===== src/rtl/mips32_prog_loader.sv =====
// -----------------------------------------------------------------------------
// mips32_prog_loader
//
// Loads a program image into the MIPS32 instruction/data memory from a byte
// stream and then releases the core. The loader shares the memory port with
// the core's fetch path and acts as its writer. It keeps the core halted
// during the load and pulses a restart once the image is complete.
//
// Stream format: a 16-bit word count N (MSB byte first), followed by N words
// of 4 bytes each (MSB byte first).
//
// Optional feature (macro LOADER_CHECKSUM_EN): a trailing checksum byte is
// required after the last data word. It must equal the XOR of all data
// bytes. On a mismatch the loader enters the error state and no restart is
// pulsed.
//
// Parameters:
//   ADDR_W      memory word-address width (depth = 2**ADDR_W words)
//   START_ADDR  first word address written (< 2**ADDR_W)
//
// Ports:
//   clk1         system clock, rising edge
//   rst_n        asynchronous active-low reset
//   start        begin a load session (honoured in IDLE/DONE/ERR only)
//   byte_valid   stream byte present
//   byte_data    stream byte
//   byte_ready   loader accepts a byte this cycle (transfer = valid & ready)
//   mem_we       one-cycle memory write strobe
//   mem_addr     word address for the write
//   mem_wdata    word to write
//   cpu_halt     hold the core (drives HALTED)
//   cpu_restart  one-cycle pulse: core clears PC, TAKEN_BRANCH, HALTED
//   load_done    image loaded successfully (sticky until next start)
//   load_err     session aborted (sticky until next start)
// -----------------------------------------------------------------------------
module mips32_prog_loader #(
    parameter int ADDR_W     = 10,
    parameter int START_ADDR = 0
) (
    input  logic              clk1,
    input  logic              rst_n,
    input  logic              start,
    input  logic              byte_valid,
    input  logic [7:0]        byte_data,
    output logic              byte_ready,
    output logic              mem_we,
    output logic [ADDR_W-1:0] mem_addr,
    output logic [31:0]       mem_wdata,
    output logic              cpu_halt,
    output logic              cpu_restart,
    output logic              load_done,
    output logic              load_err
);

    typedef enum logic [3:0] {
        S_IDLE,
        S_CNT_HI,
        S_CNT_LO,
        S_DATA,
        S_WRITE,
        S_FIN,
        S_DONE,
        S_ERR
`ifdef LOADER_CHECKSUM_EN
        ,
        S_CHK
`endif
    } state_t;

    localparam logic [ADDR_W-1:0] START_A = ADDR_W'(START_ADDR);
    // One past the last legal word address; START_ADDR + N must not exceed it.
    localparam logic [31:0]       LIMIT   = 32'd1 << ADDR_W;

`ifdef LOADER_CHECKSUM_EN
    // Running checksum update over the data bytes.
    function automatic logic [7:0] xsum_step(input logic [7:0] acc, input logic [7:0] b);
        return acc ^ b;
    endfunction
`endif

    state_t            state_r, state_nxt_s;
    logic [ADDR_W-1:0] addr_r, addr_nxt_s;
    logic [15:0]       cnt_r, cnt_nxt_s;
    logic [31:0]       word_r, word_nxt_s;
    logic [1:0]        bidx_r, bidx_nxt_s;
    logic              byte_ready_r, byte_ready_nxt_s;
    logic              mem_we_r, mem_we_nxt_s;
    logic              cpu_halt_r, cpu_halt_nxt_s;
    logic              cpu_restart_r, cpu_restart_nxt_s;
    logic              load_done_r, load_done_nxt_s;
    logic              load_err_r, load_err_nxt_s;
    logic              xfer_s;
    logic [15:0]       n_s;
    logic [31:0]       end_s;
`ifdef LOADER_CHECKSUM_EN
    logic [7:0]        xsum_r, xsum_nxt_s;
`endif

    assign xfer_s = byte_valid & byte_ready_r;

    // Next-state and datapath update logic.
    always_comb begin
        state_nxt_s = state_r;
        addr_nxt_s  = addr_r;
        cnt_nxt_s   = cnt_r;
        word_nxt_s  = word_r;
        bidx_nxt_s  = bidx_r;
        n_s         = {cnt_r[15:8], byte_data};
        end_s       = 32'(START_ADDR) + 32'(n_s);
`ifdef LOADER_CHECKSUM_EN
        xsum_nxt_s  = xsum_r;
`endif
        case (state_r)
            S_IDLE, S_DONE, S_ERR: begin
                if (start) begin
                    state_nxt_s = S_CNT_HI;
                    addr_nxt_s  = START_A;
                    bidx_nxt_s  = 2'd0;
`ifdef LOADER_CHECKSUM_EN
                    xsum_nxt_s  = 8'h00;
`endif
                end else begin
                    state_nxt_s = state_r;
                end
            end
            S_CNT_HI: begin
                if (xfer_s) begin
                    cnt_nxt_s   = {byte_data, cnt_r[7:0]};
                    state_nxt_s = S_CNT_LO;
                end else begin
                    state_nxt_s = S_CNT_HI;
                end
            end
            S_CNT_LO: begin
                if (xfer_s) begin
                    cnt_nxt_s  = n_s;
                    bidx_nxt_s = 2'd0;
                    if (n_s == 16'd0) begin
`ifdef LOADER_CHECKSUM_EN
                        state_nxt_s = S_CHK;
`else
                        state_nxt_s = S_FIN;
`endif
                    end else if (end_s > LIMIT) begin
                        state_nxt_s = S_ERR;
                    end else begin
                        state_nxt_s = S_DATA;
                    end
                end else begin
                    state_nxt_s = S_CNT_LO;
                end
            end
            S_DATA: begin
                if (xfer_s) begin
                    word_nxt_s = {word_r[23:0], byte_data};
                    bidx_nxt_s = bidx_r + 2'd1;
`ifdef LOADER_CHECKSUM_EN
                    xsum_nxt_s = xsum_step(xsum_r, byte_data);
`endif
                    if (bidx_r == 2'd3) begin
                        state_nxt_s = S_WRITE;
                    end else begin
                        state_nxt_s = S_DATA;
                    end
                end else begin
                    state_nxt_s = S_DATA;
                end
            end
            S_WRITE: begin
                cnt_nxt_s = cnt_r - 16'd1;
                if (cnt_r == 16'd1) begin
                    // Address is held on the last word so it never wraps.
`ifdef LOADER_CHECKSUM_EN
                    state_nxt_s = S_CHK;
`else
                    state_nxt_s = S_FIN;
`endif
                end else begin
                    addr_nxt_s  = addr_r + ADDR_W'(1);
                    state_nxt_s = S_DATA;
                end
            end
`ifdef LOADER_CHECKSUM_EN
            S_CHK: begin
                if (xfer_s) begin
                    if (byte_data == xsum_r) begin
                        state_nxt_s = S_FIN;
                    end else begin
                        state_nxt_s = S_ERR;
                    end
                end else begin
                    state_nxt_s = S_CHK;
                end
            end
`endif
            S_FIN: begin
                state_nxt_s = S_DONE;
            end
            default: begin
                state_nxt_s = S_IDLE;
            end
        endcase
    end

    // Output decode from the next state so every output is driven by a flop.
    always_comb begin
        byte_ready_nxt_s  = 1'b0;
        mem_we_nxt_s      = 1'b0;
        cpu_halt_nxt_s    = 1'b1;
        cpu_restart_nxt_s = 1'b0;
        load_done_nxt_s   = 1'b0;
        load_err_nxt_s    = 1'b0;
        case (state_nxt_s)
            S_CNT_HI, S_CNT_LO, S_DATA: byte_ready_nxt_s  = 1'b1;
`ifdef LOADER_CHECKSUM_EN
            S_CHK:                      byte_ready_nxt_s  = 1'b1;
`endif
            S_WRITE:                    mem_we_nxt_s      = 1'b1;
            S_FIN:                      cpu_restart_nxt_s = 1'b1;
            S_DONE: begin
                load_done_nxt_s = 1'b1;
                cpu_halt_nxt_s  = 1'b0;
            end
            S_ERR:                      load_err_nxt_s    = 1'b1;
            default:                    byte_ready_nxt_s  = 1'b0;
        endcase
    end

    // State, datapath and output registers.
    always_ff @(posedge clk1 or negedge rst_n) begin
        if (!rst_n) begin
            state_r       <= S_IDLE;
            addr_r        <= START_A;
            cnt_r         <= 16'd0;
            word_r        <= 32'd0;
            bidx_r        <= 2'd0;
            byte_ready_r  <= 1'b0;
            mem_we_r      <= 1'b0;
            cpu_halt_r    <= 1'b1;
            cpu_restart_r <= 1'b0;
            load_done_r   <= 1'b0;
            load_err_r    <= 1'b0;
`ifdef LOADER_CHECKSUM_EN
            xsum_r        <= 8'h00;
`endif
        end else begin
            state_r       <= state_nxt_s;
            addr_r        <= addr_nxt_s;
            cnt_r         <= cnt_nxt_s;
            word_r        <= word_nxt_s;
            bidx_r        <= bidx_nxt_s;
            byte_ready_r  <= byte_ready_nxt_s;
            mem_we_r      <= mem_we_nxt_s;
            cpu_halt_r    <= cpu_halt_nxt_s;
            cpu_restart_r <= cpu_restart_nxt_s;
            load_done_r   <= load_done_nxt_s;
            load_err_r    <= load_err_nxt_s;
`ifdef LOADER_CHECKSUM_EN
            xsum_r        <= xsum_nxt_s;
`endif
        end
    end

    assign byte_ready  = byte_ready_r;
    assign mem_we      = mem_we_r;
    assign mem_addr    = addr_r;
    assign mem_wdata   = word_r;
    assign cpu_halt    = cpu_halt_r;
    assign cpu_restart = cpu_restart_r;
    assign load_done   = load_done_r;
    assign load_err    = load_err_r;

endmodule


===== config.mk =====
export PLATFORM = sky130hd
export DESIGN_NAME = mips32_prog_loader
export DESIGN_NICKNAME = d
export VERILOG_FILES = /design/src/rtl/mips32_prog_loader.sv
export SDC_FILE = /design/constraint.sdc
export NUM_CORES = 1
export LEC_CHECK = 0
export ABC_AREA = 1
export BUFFER_PORTS_ARGS = -buffer_cell sky130_fd_sc_hd__clkbuf_2
export CORE_MARGIN = 2
export CORE_UTILIZATION = 51
export DETAILED_ROUTE_END_ITERATION = 10
export PLACE_DENSITY = 0.76
export SETUP_SLACK_MARGIN = 0.2
export SKIP_CTS_REPAIR_TIMING = 1
export SYNTH_ARGS = -nofsm -noshare
export SYNTH_HDL_FRONTEND = slang
export SYNTH_SLANG_ARGS = --single-unit
export TNS_END_PERCENT = 20

===== constraint.sdc =====
create_clock -name clk1 -period 1.7 [get_ports clk1]
set_clock_uncertainty 0.1 [all_clocks]
set_input_delay 0.17 -clock clk1 [delete_from_list [all_inputs] [get_ports clk1]]
set_output_delay 0.17 -clock clk1 [all_outputs]
set_load 0.005 [all_outputs]

==> flow_summary.json <==
{
  "post-route-min-period_ns": 1.67,
  "setup_viol": 0,
  "rows": 31,
  "critPathMaxStageDelay_ns": 0.45,
  "max_freq_mhz": 599,
  "ios": 60,
  "async_flop_share_pct": 100,
  "p_int_mw": 3.61,
  "drt-initial-drc-count": 295,
  "period_share_pct": 98.1,
  "syn_nets": 476,
  "vias_per_cell": 5.22,
  "drt-total-wl_um": 9600,
  "sequentialPowerShare_pct": 41.5,
  "antenna_found_initial": 0,
  "clockBufferDepth": 2,
  "synth_enable_flop_cells": 0,
  "avgSynthCellArea_um2": 8.15,
  "p_per_area_nw_per_um2": 1210,
  "fin_hold_ws_ns": 0.0145,
  "grt_usage_pct": 23.3,
  "postRouteAntennaNets": 0,
  "dp_cells": 630,
  "dpl_cell_area_um2": 4300,
  "synth_top_cells_by_count": "86 x nand2_1, 69 x dfrtp_1, 60 x inv_1",
  "synth-compound-area-share_pct": 12.2,
  "synth_fa_ha_area_share_pct": 1.34,
  "p_comb_share_pct": 37.1,
  "min-delay-start": "byte_data[4]",
  "reg2reg_from": "state_r[3]$_DFF_PN0_",
  "slowest_stage": "dfrtp_1",
  "synth_top_family_by_area": "simple AND/OR/NAND/NOR gates",
  "diodes": 0,
  "p_leak_nw": 2.48,
  "ys_top_cells_by_area": "dfrtp_1 46%, nand2_1 8.6%, inv_1 6.0%",
  "hold_viol": 0,
  "yosysMostFrequentCell": "nand2_1",
  "syn_inst": 460,
  "rsz0062_at_grt": "yes",
  "grt_max_degree": 71,
  "crit_type": "reg2reg",
  "drive_above_1_share_pct": 37.2,
  "ir_drop_uv": 871,
  "synth_area_leader_cell": "dfrtp_1",
  "drt-pass1-iter-count": 5,
  "yosysSeqAreaShare_pct": 46.8,
  "die_y_um": 89.7,
  "path_cells": "nor2_4, buf_4, nand3_4, buf_12, buf_4, nand2_1, o21ai_0",
  "clock-sinks": 70,
  "status": "finished, final reports clean",
  "core_area_um2": 7180,
  "nNetsFinal": 575,
  "synthXorXnorAreaFrac_pct": 0.234,
  "netlist.area_leader.share_pct": 46.1,
  "cp-start-kind": "flop",
  "synth.mux.area_fraction_pct": 2.40,
  "cts_htree_levels": 3,
  "reg2regPathDepth": 7,
  "yosys_warnings": 0,
  "num_vias": 3460,
  "clk_pin_slew_ns": 0.08,
  "cap_violations": 0,
  "synth_cell_type_count": 38,
  "grt-ovfl-total": 0,
  "stdcell_area_um2": 4910,
  "start_util_pct": 52.2,
  "cts_tree": "done",
  "ys_seq_elements": 70,
  "grt_pass1_vias": 3236,
  "synthFlopType": "dfrtp_1",
  "die_area_um2": 8050,
  "report.final.slew_viol_count": 0,
  "clockRootBuffer": "clkbuf_8",
  "synth_area_um2": 3750,
  "clk_latency_ns": 0.36,
  "clkPwrFrac_pct": 21.5,
  "routedWlPerCell_um": 14.5,
  "io_buffers": 59,
  "path_common_cell": "buf_4",
  "die_w_um": 89.7,
  "dp_hpwl_um": 6380,
  "cp_max_fo": 13,
  "grt_pass1_wl_um": 15200,
  "cts_made_buffers": 9,
  "area.growth.synth_to_final_pct": 31.1,
  "whs_path_depth": 3,
  "drc": 0,
  "cp.arrival_ns": 1.81,
  "layout.cells.non_filler": 663,
  "end_kind": "flop",
  "synth-simple-area-share_pct": 28.0,
  "cp_data_required_time_ns": 1.84,
  "hp-class": "in2reg",
  "gp_congestion": 0.928,
  "switching_share_pct": 39.4,
  "startpoint": "state_r[3]$_DFF_PN0_",
  "p_sw_mw": 2.35
}
==> cell type report <==
type                            instances  area [µm²]
Fill cell                             582        2260
Multi-Input combinational cell        315        1890
Sequential cell                        70        1760
Timing Repair Buffer                   98         704
Inverter                               64         250
Clock buffer                           10         138
Tap cell                               99         124
Clock inverter                          6        45.0
Timing Repair inverter                  1        5.00
==> worst max-delay path, delay by kind of cell (launching register included) <==
| kind | cells | cell delay [ns] |
|---|---|---|
| flops | 1 | 0.45 |
| compound gates | 1 | 0.07 |
| buf+inv | 3 | 0.53 |
| simple gates | 3 | 0.40 |
==> stage by stage <==
step | power, mW | setup TNS [ns] | setup WS, ns | util [%]
2_1_floorplan | 3.54 | 0 | 0.197 | -
3_3_place_gp | 4.19 | -0.0988 | -0.0308 | 59.9
3_5_place_dp | 4.26 | -0.211 | -0.0526 | 59.9
4_1_cts | 5.53 | -0.342 | -0.0685 | 62.4
5_1_grt | 6.39 | -0.259 | -0.0426 | 68.5
6_report | 5.96 | 0 | 0.0315 | 68.5
==> power groups by stage <==
stage	registers, mW	clock network, mW	logic, mW
after floorplan	2.44	0	1.11
after global placement	2.45	0	1.74
after detailed placement	2.47	0	1.79
after CTS	2.44	1.29	1.80
after global routing	2.54	1.38	2.47
final	2.47	1.28	2.21
==> cells by family (layout without fill, tap and decap cells) <==
group / Yosys count / count (layout)
AO/OA/AOI/OAI: 81 / 81
XOR/XNOR: 1 / 1
adder cells (fa/ha/maj): 4 / 4
buffers and inverters: 76 / 179
flip-flops: 70 / 70
multiplexers: 8 / 8
other: 1 / 1
AND/OR/NAND/NOR: 219 / 220
==> path summary, 6_finish.rpt <==
check                                       endpoint  slack, ns
min in group asynchronous      cnt_r[11]$_DFFE_PN0P_       0.23
setup / recovery           mem_wdata[27]$_DFFE_PN0P_       0.03
hold reg to reg            mem_wdata[30]$_DFFE_PN0P_       0.38
max in group asynchronous         cpu_halt$_DFF_PN1_       0.90
hold / removal              mem_wdata[4]$_DFFE_PN0P_       0.01
setup reg to reg           mem_wdata[27]$_DFFE_PN0P_       0.03
==> registers in the layout, summed over array words and instances (netlist names) <==
name / count
bidx_r: 2
byte_ready: 1
cnt_r: 16
cpu_halt: 1
cpu_restart: 1
load_done: 1
load_err: 1
mem_addr: 10
mem_wdata: 32
mem_we: 1
state_r: 4
==> placed cells by master, fill, tap and decap left out, drive strengths merged <==
cell type	Yosys	routed
nand2	103	103
clkbuf	3	71
dfrtp	69	69
inv	62	64
nor2	62	62
o21ai	59	59
nand3	39	40
buf	9	36
a21oi	12	12
mux2	8	8
nand4	7	7
nor3	7	7
ha	4	4
clkinv	2	4
a22oi	3	3
clkinvlp	0	3
o22ai	2	2
a31oi	2	2
a21o	1	1
o21bai	1	1
o31ai	1	1
or2	1	1
xor2	1	1
dfstp	1	1
dlygate4sd3	0	1
conb	1	1
==> routing by layer <==
| metal | vias to the layer above | GRT usage (%) | wire length, µm |
|---|---|---|---|
| met4 | 0 | 8.46 | 124 |
| li1 | 1692 | - | - |
| met2 | 114 | 38.8 | 4830 |
| met1 | 1641 | 30.2 | 4180 |
| met5 | - | 0 | 0 |
| met3 | 13 | 4.86 | 463 |
Note: power is estimated with default switching activity, not from simulation.
